<file path="src/rtl/fetch_pkg.sv">
// Shared constants and types for the pipelined instruction fetch unit.
// Holds the branch immediate field layout, the PC step and the instruction-queue entry layout.
package fetch_pkg;

    localparam int unsigned IMM26_LSB = 0;
    localparam int unsigned IMM26_W   = 26;
    localparam int unsigned IMM19_LSB = 5;
    localparam int unsigned IMM19_W   = 19;
    localparam int unsigned PC_INC    = 4;

    localparam int unsigned ENTRY_INSTR_W = 32;
    localparam int unsigned ENTRY_PC_W    = 64;

    // Queue entry: instruction word in the upper bits, its PC in the lower bits.
    typedef struct packed {
        logic [ENTRY_INSTR_W-1:0] instr;
        logic [ENTRY_PC_W-1:0]    pc;
    } fetch_entry_t;

endpackage

</file>
<file path="src/rtl/fetch_fifo.sv">
// Power-of-two circular instruction queue with occupancy count and a flush.
// The flush has priority over push and pop in the same cycle.
module fetch_fifo #(
    parameter int unsigned DEPTH = 4,
    parameter int unsigned WIDTH = 96,
    localparam int unsigned PTR_W = $clog2(DEPTH),
    localparam int unsigned CNT_W = $clog2(DEPTH + 1)
) (
    input  logic             clk,
    input  logic             reset,
    input  logic             flush,
    input  logic             push,
    input  logic [WIDTH-1:0] push_data,
    input  logic             pop,
    output logic             valid,
    output logic [WIDTH-1:0] head,
    output logic [CNT_W-1:0] count
);

    logic [WIDTH-1:0] mem [DEPTH];
    logic [PTR_W-1:0] rd_ptr;
    logic [PTR_W-1:0] wr_ptr;
    logic             do_push;
    logic             do_pop;

    assign do_pop  = pop && (count != '0);
    assign do_push = push && ((count != CNT_W'(DEPTH)) || do_pop);

    always_ff @(posedge clk or posedge reset) begin
        if (reset) begin
            rd_ptr <= '0;
            wr_ptr <= '0;
            count  <= '0;
        end else if (flush) begin
            rd_ptr <= '0;
            wr_ptr <= '0;
            count  <= '0;
        end else begin
            if (do_push) wr_ptr <= wr_ptr + PTR_W'(1);
            if (do_pop)  rd_ptr <= rd_ptr + PTR_W'(1);
            count <= count + CNT_W'(do_push) - CNT_W'(do_pop);
        end
    end

    // Storage needs no reset; only entries covered by count are ever read.
    always_ff @(posedge clk) begin
        if (do_push && !flush) mem[wr_ptr] <= push_data;
    end

    assign valid = (count != '0);
    assign head  = mem[rd_ptr];

endmodule

</file>
<file path="src/rtl/pipelined_fetch.sv">
// Instruction fetch front end: credit-limited request issue, in-order response tracking,
// redirect with drop counting for stale responses, and a decode-side instruction queue.
module pipelined_fetch
    import fetch_pkg::*;
#(
    parameter int unsigned        ADDR_W   = 64,
    parameter int unsigned        INSTR_W  = 32,
    parameter int unsigned        DEPTH    = 4,
    parameter logic [ADDR_W-1:0]  RESET_PC = '0
) (
    input  logic               clk,
    input  logic               reset,
    output logic               imem_req,
    output logic [ADDR_W-1:0]  imem_addr,
    input  logic               imem_gnt,
    input  logic               imem_rvalid,
    input  logic [INSTR_W-1:0] imem_rdata,
    input  logic               redirect,
    input  logic               redirect_uncond,
    input  logic [ADDR_W-1:0]  redirect_pc,
    input  logic [INSTR_W-1:0] redirect_instr,
    output logic               out_valid,
    input  logic               out_ready,
    output logic [INSTR_W-1:0] out_instr,
    output logic [ADDR_W-1:0]  out_pc
);

    localparam int unsigned CNT_W   = $clog2(DEPTH + 1);
    localparam int unsigned ENTRY_W = INSTR_W + ADDR_W;

    logic [ADDR_W-1:0]  fetch_pc;
    logic [ADDR_W-1:0]  resp_pc;
    logic [CNT_W-1:0]   outstanding;
    logic [CNT_W-1:0]   outstanding_next;
    logic [CNT_W-1:0]   drop_cnt;
    logic [CNT_W-1:0]   occupancy;
    logic [CNT_W:0]     credit_used;
    logic               grant;
    logic               push;
    logic [ENTRY_W-1:0] head;

    logic [IMM26_W-1:0] imm26;
    logic [IMM19_W-1:0] imm19;
    logic [ADDR_W-1:0]  offset;
    logic [ADDR_W-1:0]  target;
    logic               unused_instr_bits;

    // Branch target from the selected, sign-extended, word-scaled immediate.
    assign imm26 = redirect_instr[IMM26_LSB +: IMM26_W];
    assign imm19 = redirect_instr[IMM19_LSB +: IMM19_W];
    assign unused_instr_bits = ^redirect_instr[INSTR_W-1:IMM26_LSB+IMM26_W];

    always_comb begin
        offset = '0;
        if (redirect_uncond) offset = {{(ADDR_W-IMM26_W-2){imm26[IMM26_W-1]}}, imm26, 2'b00};
        else                 offset = {{(ADDR_W-IMM19_W-2){imm19[IMM19_W-1]}}, imm19, 2'b00};
        target = redirect_pc + offset;
    end

    // Queued plus in-flight words never exceed DEPTH, so the queue cannot overflow.
    assign credit_used = {1'b0, occupancy} + {1'b0, outstanding};
    assign imem_req    = !reset && !redirect && (credit_used < (CNT_W+1)'(DEPTH));
    assign imem_addr   = fetch_pc;
    assign grant       = imem_req && imem_gnt;

    assign outstanding_next = outstanding + CNT_W'(grant) - CNT_W'(imem_rvalid);
    assign push = imem_rvalid && !redirect && (drop_cnt == '0);

    always_ff @(posedge clk or posedge reset) begin
        if (reset) begin
            fetch_pc    <= RESET_PC;
            resp_pc     <= RESET_PC;
            outstanding <= '0;
            drop_cnt    <= '0;
        end else begin
            outstanding <= outstanding_next;
            if (redirect) begin
                // Everything still in flight belongs to the abandoned path.
                fetch_pc <= target;
                resp_pc  <= target;
                drop_cnt <= outstanding_next;
            end else begin
                if (grant) fetch_pc <= fetch_pc + ADDR_W'(PC_INC);
                if (imem_rvalid) begin
                    if (drop_cnt != '0) drop_cnt <= drop_cnt - CNT_W'(1);
                    else                resp_pc  <= resp_pc + ADDR_W'(PC_INC);
                end
            end
        end
    end

    fetch_fifo #(
        .DEPTH (DEPTH),
        .WIDTH (ENTRY_W)
    ) u_queue (
        .clk       (clk),
        .reset     (reset),
        .flush     (redirect),
        .push      (push),
        .push_data ({imem_rdata, resp_pc}),
        .pop       (out_ready),
        .valid     (out_valid),
        .head      (head),
        .count     (occupancy)
    );

    assign out_instr = head[ENTRY_W-1 -: INSTR_W];
    assign out_pc    = head[ADDR_W-1:0];

endmodule

</file>
<file path="config.mk">
export PLATFORM = sky130hd
export DESIGN_NAME = pipelined_fetch
export DESIGN_NICKNAME = d
export VERILOG_FILES = /design/src/rtl/fetch_pkg.sv /design/src/rtl/fetch_fifo.sv /design/src/rtl/pipelined_fetch.sv
export SDC_FILE = /design/constraint.sdc
export NUM_CORES = 1
export LEC_CHECK = 0
export BUFFER_PORTS_ARGS = -buffer_cell sky130_fd_sc_hd__buf_4
export CORE_ASPECT_RATIO = 1.25
export CORE_MARGIN = 1.5
export CORE_UTILIZATION = 59
export DETAILED_ROUTE_END_ITERATION = 8
export MAX_ROUTING_LAYER = met4
export PLACE_DENSITY = 0.87
export SLEW_MARGIN = 20
export SYNTH_ARGS = -nofsm -noshare
export SYNTH_HDL_FRONTEND = slang
export SYNTH_HIERARCHICAL = 1
export SYNTH_SLANG_ARGS = --single-unit
</file>
<file path="constraint.sdc">
create_clock -name clk -period 12.25 [get_ports clk]
set_input_delay 1.225 -clock clk [delete_from_list [all_inputs] [get_ports clk]]
set_output_delay 1.225 -clock clk [all_outputs]
set_load 0.05 [all_outputs]
</file>
[After elaboration in Yosys (flattened, before gate mapping)]
Memory sizes are Yosys's and may differ from the RTL's.
Index checks and enable logic that the tools add are counted.
Word-level totals
  flip-flop bits (word level): 141
  memory bits (writable): 384
  input port bits: 135
  output and inout port bits: 162
  logic and storage cells: 59
  memories kept: 1
Memory list
  u_queue.mem: words 4, bits a word 96, rd ports 1, clocked after memory_dff 0, wr ports 1, RTL line fetch_fifo.sv:20  | logic [WIDTH-1:0] mem [DEPTH];
Operators by class
  $add $sub $neg: 11
  magnitude comparators: 1
  eq/ne operators: 2
  multiplexer cells: 16
  reductions and logical operators: 21
Operators with widths (count)
  64-bit two-way mux: 6
  64-bit by 3-bit adder with 64-bit output (second input constant): 2
  64-bit adder: 1
  3-bit two-way mux: 4
  2-bit nonzero test: 5
  1-bit logical AND: 8
  2-bit two-way mux: 4
  3-bit by 1-bit adder with 3-bit output: 2
  3-bit nonzero test: 2
  3-bit by 1-bit subtractor with 3-bit output: 2
  2-bit by 1-bit adder with 2-bit output (second input constant): 2
  3-bit by 3-bit adder with 4-bit output: 1
  4-bit by 3-bit < comparator with 1-bit output (second input constant): 1
  2-bit AND reduction: 2
  3-bit logical NOT: 1
  3-bit inequality test (second input constant): 1
  3-bit by 1-bit subtractor with 3-bit output (second input constant): 1
  1-bit logical NOT: 2
  1-bit two-way mux: 2
  2-bit inequality test (second input constant): 1
  1-bit logical OR: 1

[Depth between registers and ports, before layout]
  depth after elaboration: 7
  gate-level depth with buffers: 16
  depth with buffers taken out: 13

[Modules after synthesis]
Netlist, hierarchy kept.
By module, submodules not included
  fetch_fifo: times used 1, cells each 547, area an instance 14286.2 um2, sequential area each 11706.2 um2
  pipelined_fetch: times used 1, cells each 1463, area an instance 11483.5 um2, sequential area each 3353.2 um2

[Worst setup path after synthesis]
No wires, ideal clock.
  kind: in2reg
  start: input port redirect
  end: memory u_queue.mem[0][0], enable pin
  library setup time: 688 ps
  arrival: 9293 ps
  data required time: 11562 ps
  setup slack: 2269 ps
  stages: 7
  path buffers: 4
  cells stage by stage: buf_6 clkbuf_1 clkbuf_1 clkbuf_1 nor2_1 o41ai_1 nor3b_1
Between the ends
  word-level cells in the longest chain between the ends: 7
RTL lines
  from (decl): RTL line pipelined_fetch.sv:18  | input logic redirect,
  1-bit logical NOT: RTL line pipelined_fetch.sv:67  | assign push = imem_rvalid && !redirect && (drop_cnt == '0);
  1-bit logical AND (2 in series): RTL line pipelined_fetch.sv:67
  net push: RTL line pipelined_fetch.sv:39  | logic push;
  1-bit logical AND: RTL line fetch_fifo.sv:27  | assign do_push = push && ((count != CNT_W'(DEPTH)) || do_pop);
  1-bit logical AND: RTL line fetch_fifo.sv:47  | if (do_push && !flush) mem[wr_ptr] <= push_data;
  1-bit two-way mux: RTL line fetch_fifo.sv:47
  1-bit two-way mux (implied by the code): RTL line fetch_fifo.sv:47
  to (decl): RTL line fetch_fifo.sv:20
The timed path passes the listed nets, and every way through them passes these cells.

[Worst setup path after layout]
  start: input port redirect_uncond
  end: register resp_pc[61]
Between the ends
  word-level cells in the longest chain between the ends: 3
RTL lines
  from (decl): RTL line pipelined_fetch.sv:19  | input logic redirect_uncond,
  64-bit two-way mux: RTL line pipelined_fetch.sv:55  | if (redirect_uncond) offset = {{(ADDR_W-IMM26_W-2){imm26[IMM26_W-1]}}, imm26, 2'b00};
  64-bit adder: RTL line pipelined_fetch.sv:57  | target = redirect_pc + offset;
  64-bit two-way mux: RTL line pipelined_fetch.sv:77  | if (redirect) begin
  to (signal assigned): RTL line pipelined_fetch.sv:80  | resp_pc <= target;
  to (signal assigned): RTL line pipelined_fetch.sv:86  | else resp_pc <= resp_pc + ADDR_W'(PC_INC);
  to (decl): RTL line pipelined_fetch.sv:32  | logic [ADDR_W-1:0] resp_pc;
Every way passes these cells.
A chain may end at the register's enable or synchronous reset.

==> impl_metrics.yaml <==
outcome:
  run_status: "completed"
finish:
  nets: 2485
  number_of_antenna_diodes: 0
  multi_input_area_um2: 10150
  fillCellCount: 2873
  utilization_pct: 69.50
  area_growth_pct: 16.17
  drive_above_1_share_pct: 22.78
  seqCellArea_um2: 15070
  layoutNonFillerInstCount: 2874
setup_path:
  reg2reg_depth: 12
  cp-start-kind: "input port"
  cp_max_fo: 37
  crit_chain: "buf_4 -> nand2b_1 -> nand2_1 -> buf_4 -> ha_1 -> nand4_1 -> nor4_1 -> inv_1 -> a31oi_1 -> o21ai_0 -> o41ai_2 -> a41oi_1 -> mux2i_1 -> a21oi_1"
  required_ns: 12.65
  crit_path_max_incr_delay_ns: 0.81
  critical_path.n_buffers_inverters: 3
  crit_arrival_ns: 5.53
  crit_path_top_delay_cell: "o41ai_2"
  critical_path_start_end_classification: "input port to flip-flop"
  critPathTopFamily: "compound AO/OA/AOI/OAI gates"
  critical-path-top-cell-by-count: "buf_4"
  critical_path.endpoint_type: "flip-flop"
  stages_on_worst_setup_path: 14
placement:
  finalWeightedCongestion: 0.9034
  buffer_ports.inserted: 290
  placedCellCount: 2792
  dpl.hpwl_um: 44070
global_routing:
  global_route.usage.total_pct: 30.03
  first_global_vias: 17958
  grt_antenna_before_repair: 0
  grt.overflow.total: 0
  grt_start_max_net_pins: 82
  grt_pass1_wl_um: 100800
synthesis:
  synthesis.yosys.warnings: 6
  synth-seq-cells: 525
  syn-instance-count: 2010
  edff_count_synth: 384
  syn_avg_cell_area_um2: 12.82
  post_synth_instance_area_um2: 25770
  yosys.cell_types.count: 73
  synthArstFlopShare_pct: 26.86
  mappedNetlistNets: 2222
  dominantRegCellSynth: "edfxtp_1"
  yosysSeqAreaShare_pct: 58.44
clock_tree:
  cts-buffers-inserted: 44
  clock_path_buffers: 3
  clkTransAtPathRegs_ns: 0.07
  root_buffer_selected_by_cts: "clkbuf_16"
  clk_latency_ns: 0.56
  cts.repair_timing.setup_buffer_count: 0
  tritoncts_clock_tree: "done"
  postCtsHoldBufs: 0
  cts.repair.resized: 0
  clock_sinks: 525
  htree_num_levels: 2
detailed_routing:
  route.detailed.drc: 0
  vias: 17911
  route.final.wire_length_um: 64650
  post_drt_via_cell_ratio: 6.232
  detailedRoute.firstPassIterationCount: 5
  detailedRoute.firstIterationViolations: 1553
  antenna_left: 0
  routed_wire_length_per_instance_um: 22.50
timing:
  max_slew.worst_pin.slew_ns: 1.126
  finalSetupTns_ns: 0
  finalMaxSlewViolations: 0
  clock_skew_ns: 0.02068
  fin_crit_ns: 5.131
  slew_headroom_pct: 24.62
  fmaxAchievable_mhz: 194.9
  setup_violations: 0
  final_hold_violating_endpoints: 0
  final_cycle_share_pct: 41.89
  setup_repair_after_global_routing_missed_its_margin: "false"
hold_path:
  holdPathStages: 0
  class_of_the_most_critical_hold_timing_path: "flip-flop to flip-flop"
power_and_ir_drop:
  power_frac_clock_pct: 25.8
  switching_share_pct: 36.37
  power.leakage_nw: 11.11
  cellPowerDensity_nw_per_um2: 188.4
  share_comb_of_total_power_pct: 32.7
  max-vdd-ir-drop_mv: 0.1207
  share_seq_of_total_power_pct: 41.6
  power.net_switching_mw: 2.051
  p_int_mw: 3.588
floorplanning:
  die_height_um: 236.7
  fp-row-count: 85
  die_area_um2: 44950
  initial_utilization_pct: 59.83
  floorplan.core_area_um2: 43070
  floorplan.die.width_um: 189.9
  boundaryPins: 297
job:
  drv.max_cap_violation_count: 0
==> through the flow <==
| step | setup WS (ns) | hold slack (ns) | instance area [µm²] | power (mW) |
|---|---|---|---|---|
| 6_report | 7.119 | 0.5415 | 29940 | 5.639 |
| 2_1_floorplan | 2.269 | 0.4760 | 25770 | 3.631 |
| 3_5_place_dp | 6.566 | 0.5196 | 28420 | 4.191 |
| 5_1_grt | 6.760 | 0.5677 | 29940 | 5.856 |
| 3_3_place_gp | 6.581 | 0.4862 | 28420 | 4.144 |
| 4_1_cts | 7.110 | 0.5457 | 29930 | 5.657 |
==> cell type report <==
cell class | count | area share (%)
clock buffers | 54 | 3.975
clock inverters | 28 | 1.057
inverters | 50 | 0.6437
multi-input cells | 1344 | 33.90
flip-flops and latches | 525 | 50.33
well taps | 565 | 2.361
repair buffers | 308 | 7.736
==> per-layer routing <==
| metal | vias up | global-route usage (%) | wire length [µm] |
|---|---|---|---|
| met4 | 0 | 10.63 | 2133 |
| li1 | 8163 | - | - |
| met5 | - | - | 0 |
| met3 | 137 | 3.439 | 4480 |
| met1 | 8761 | 39.55 | 25630 |
| met2 | 850 | 48.64 | 32410 |
==> kinds of logic after synthesis <==
group,after synthesis,share of synthesized area (%)
buffers and inverters,141,2.297
AOI/OAI and AO/OA,407,9.662
and+or+nand+nor,587,11.08
muxes,131,9.871
DFF,525,58.44
xor gates and xnor gates,142,4.826
adders and majority gates,77,3.826
==> state kept, by name (all words and copies together) (netlist names) <==
signal / flops
u_queue/mem: 384
imem_addr: 64
resp_pc: 64
drop_cnt: 3
outstanding: 3
u_queue/count: 3
u_queue/rd_ptr: 2
u_queue/wr_ptr: 2
==> worst paths after layout <==
check | startpoint | end | slack (ns)
setup / recovery | redirect_uncond | resp_pc[61]$_DFFE_PP0P_ | 7.12
hold / removal | resp_pc[1]$_DFFE_PP0P_ | u_queue/mem[3][1]$_DFFE_PP_ | 0.54
setup reg to reg | u_queue/count[2]$_DFF_PP0_ | imem_addr[49]$_DFFE_PP0N_ | 8.33
hold reg to reg | resp_pc[1]$_DFFE_PP0P_ | u_queue/mem[3][1]$_DFFE_PP_ | 0.54
max in group asynchronous | reset | resp_pc[61]$_DFFE_PP0P_ | 10.23
min in group asynchronous | reset | u_queue/rd_ptr[1]$_DFFE_PP0P_ | 0.64
==> layout by cell type (no fill, tap or decap), types with 5 or more instances in the layout <==
cell and n:
nor2_1 144, mux4_2 96, a21boi_0 15, clkinv_2 10, a22oi_1 5, mux2i_1 13
mux2_2 21, nor2b_1 6, xor2_1 63, a21oi_1 184, and4_1 12, a211oi_1 8
inv_1 46, clkbuf_16 45, or3_1 7, a21o_1 20, o211ai_1 8, xnor2_1 79
o21ai_0 63, clkinvlp_4 5, clkbuf_1 6, bufinv_16 6, nand4_1 52, buf_4 307
nor3_1 26, nor4_1 11, o22a_1 11, and3_1 38, and2_1 19, edfxtp_1 384
ha_1 74, a31oi_1 18, nand2b_1 13, nand2_1 164, dfrtp_1 139, o21a_1 16
o21bai_1 17, nand3_1 74
==> synth_stat cells, types with 12 or more instances <==
library cell	instances	area, µm²
nand4_1	52	325.3
xor2_1	63	551.8
a31oi_1	18	112.6
o21ai_0	63	315.3
mux2_2	21	236.5
nor3_1	26	130.1
and4_1	12	105.1
and2_1	19	118.9
o21bai_1	17	127.6
clkbuf_1	65	244.0
nand2_1	164	615.6
dfrtp_1	141	3528
inv_1	48	180.2
nor2_1	144	540.5
and3_1	38	237.7
a21oi_1	184	920.9
edfxtp_1	384	11530
ha_1	74	925.9
mux4_2	96	2162
mux2i_1	13	130.1
xnor2_1	79	691.9
a21boi_0	15	112.6
a21o_1	20	150.1
nand2b_1	13	81.33
o21a_1	16	120.1
buf_2	15	75.07
nand3_1	74	370.4
==> power groups by stage <==
stage / logic (mW) / registers, mW / clock network (mW)
global route: 1.95 / 2.36 / 1.54
CTS: 1.85 / 2.34 / 1.48
global placement: 1.80 / 2.35 / 0
detailed placement: 1.82 / 2.37 / 0
floorplan: 1.20 / 2.43 / 0
finish: 1.84 / 2.34 / 1.45
Note: power is estimated with default switching activity, not from simulation.
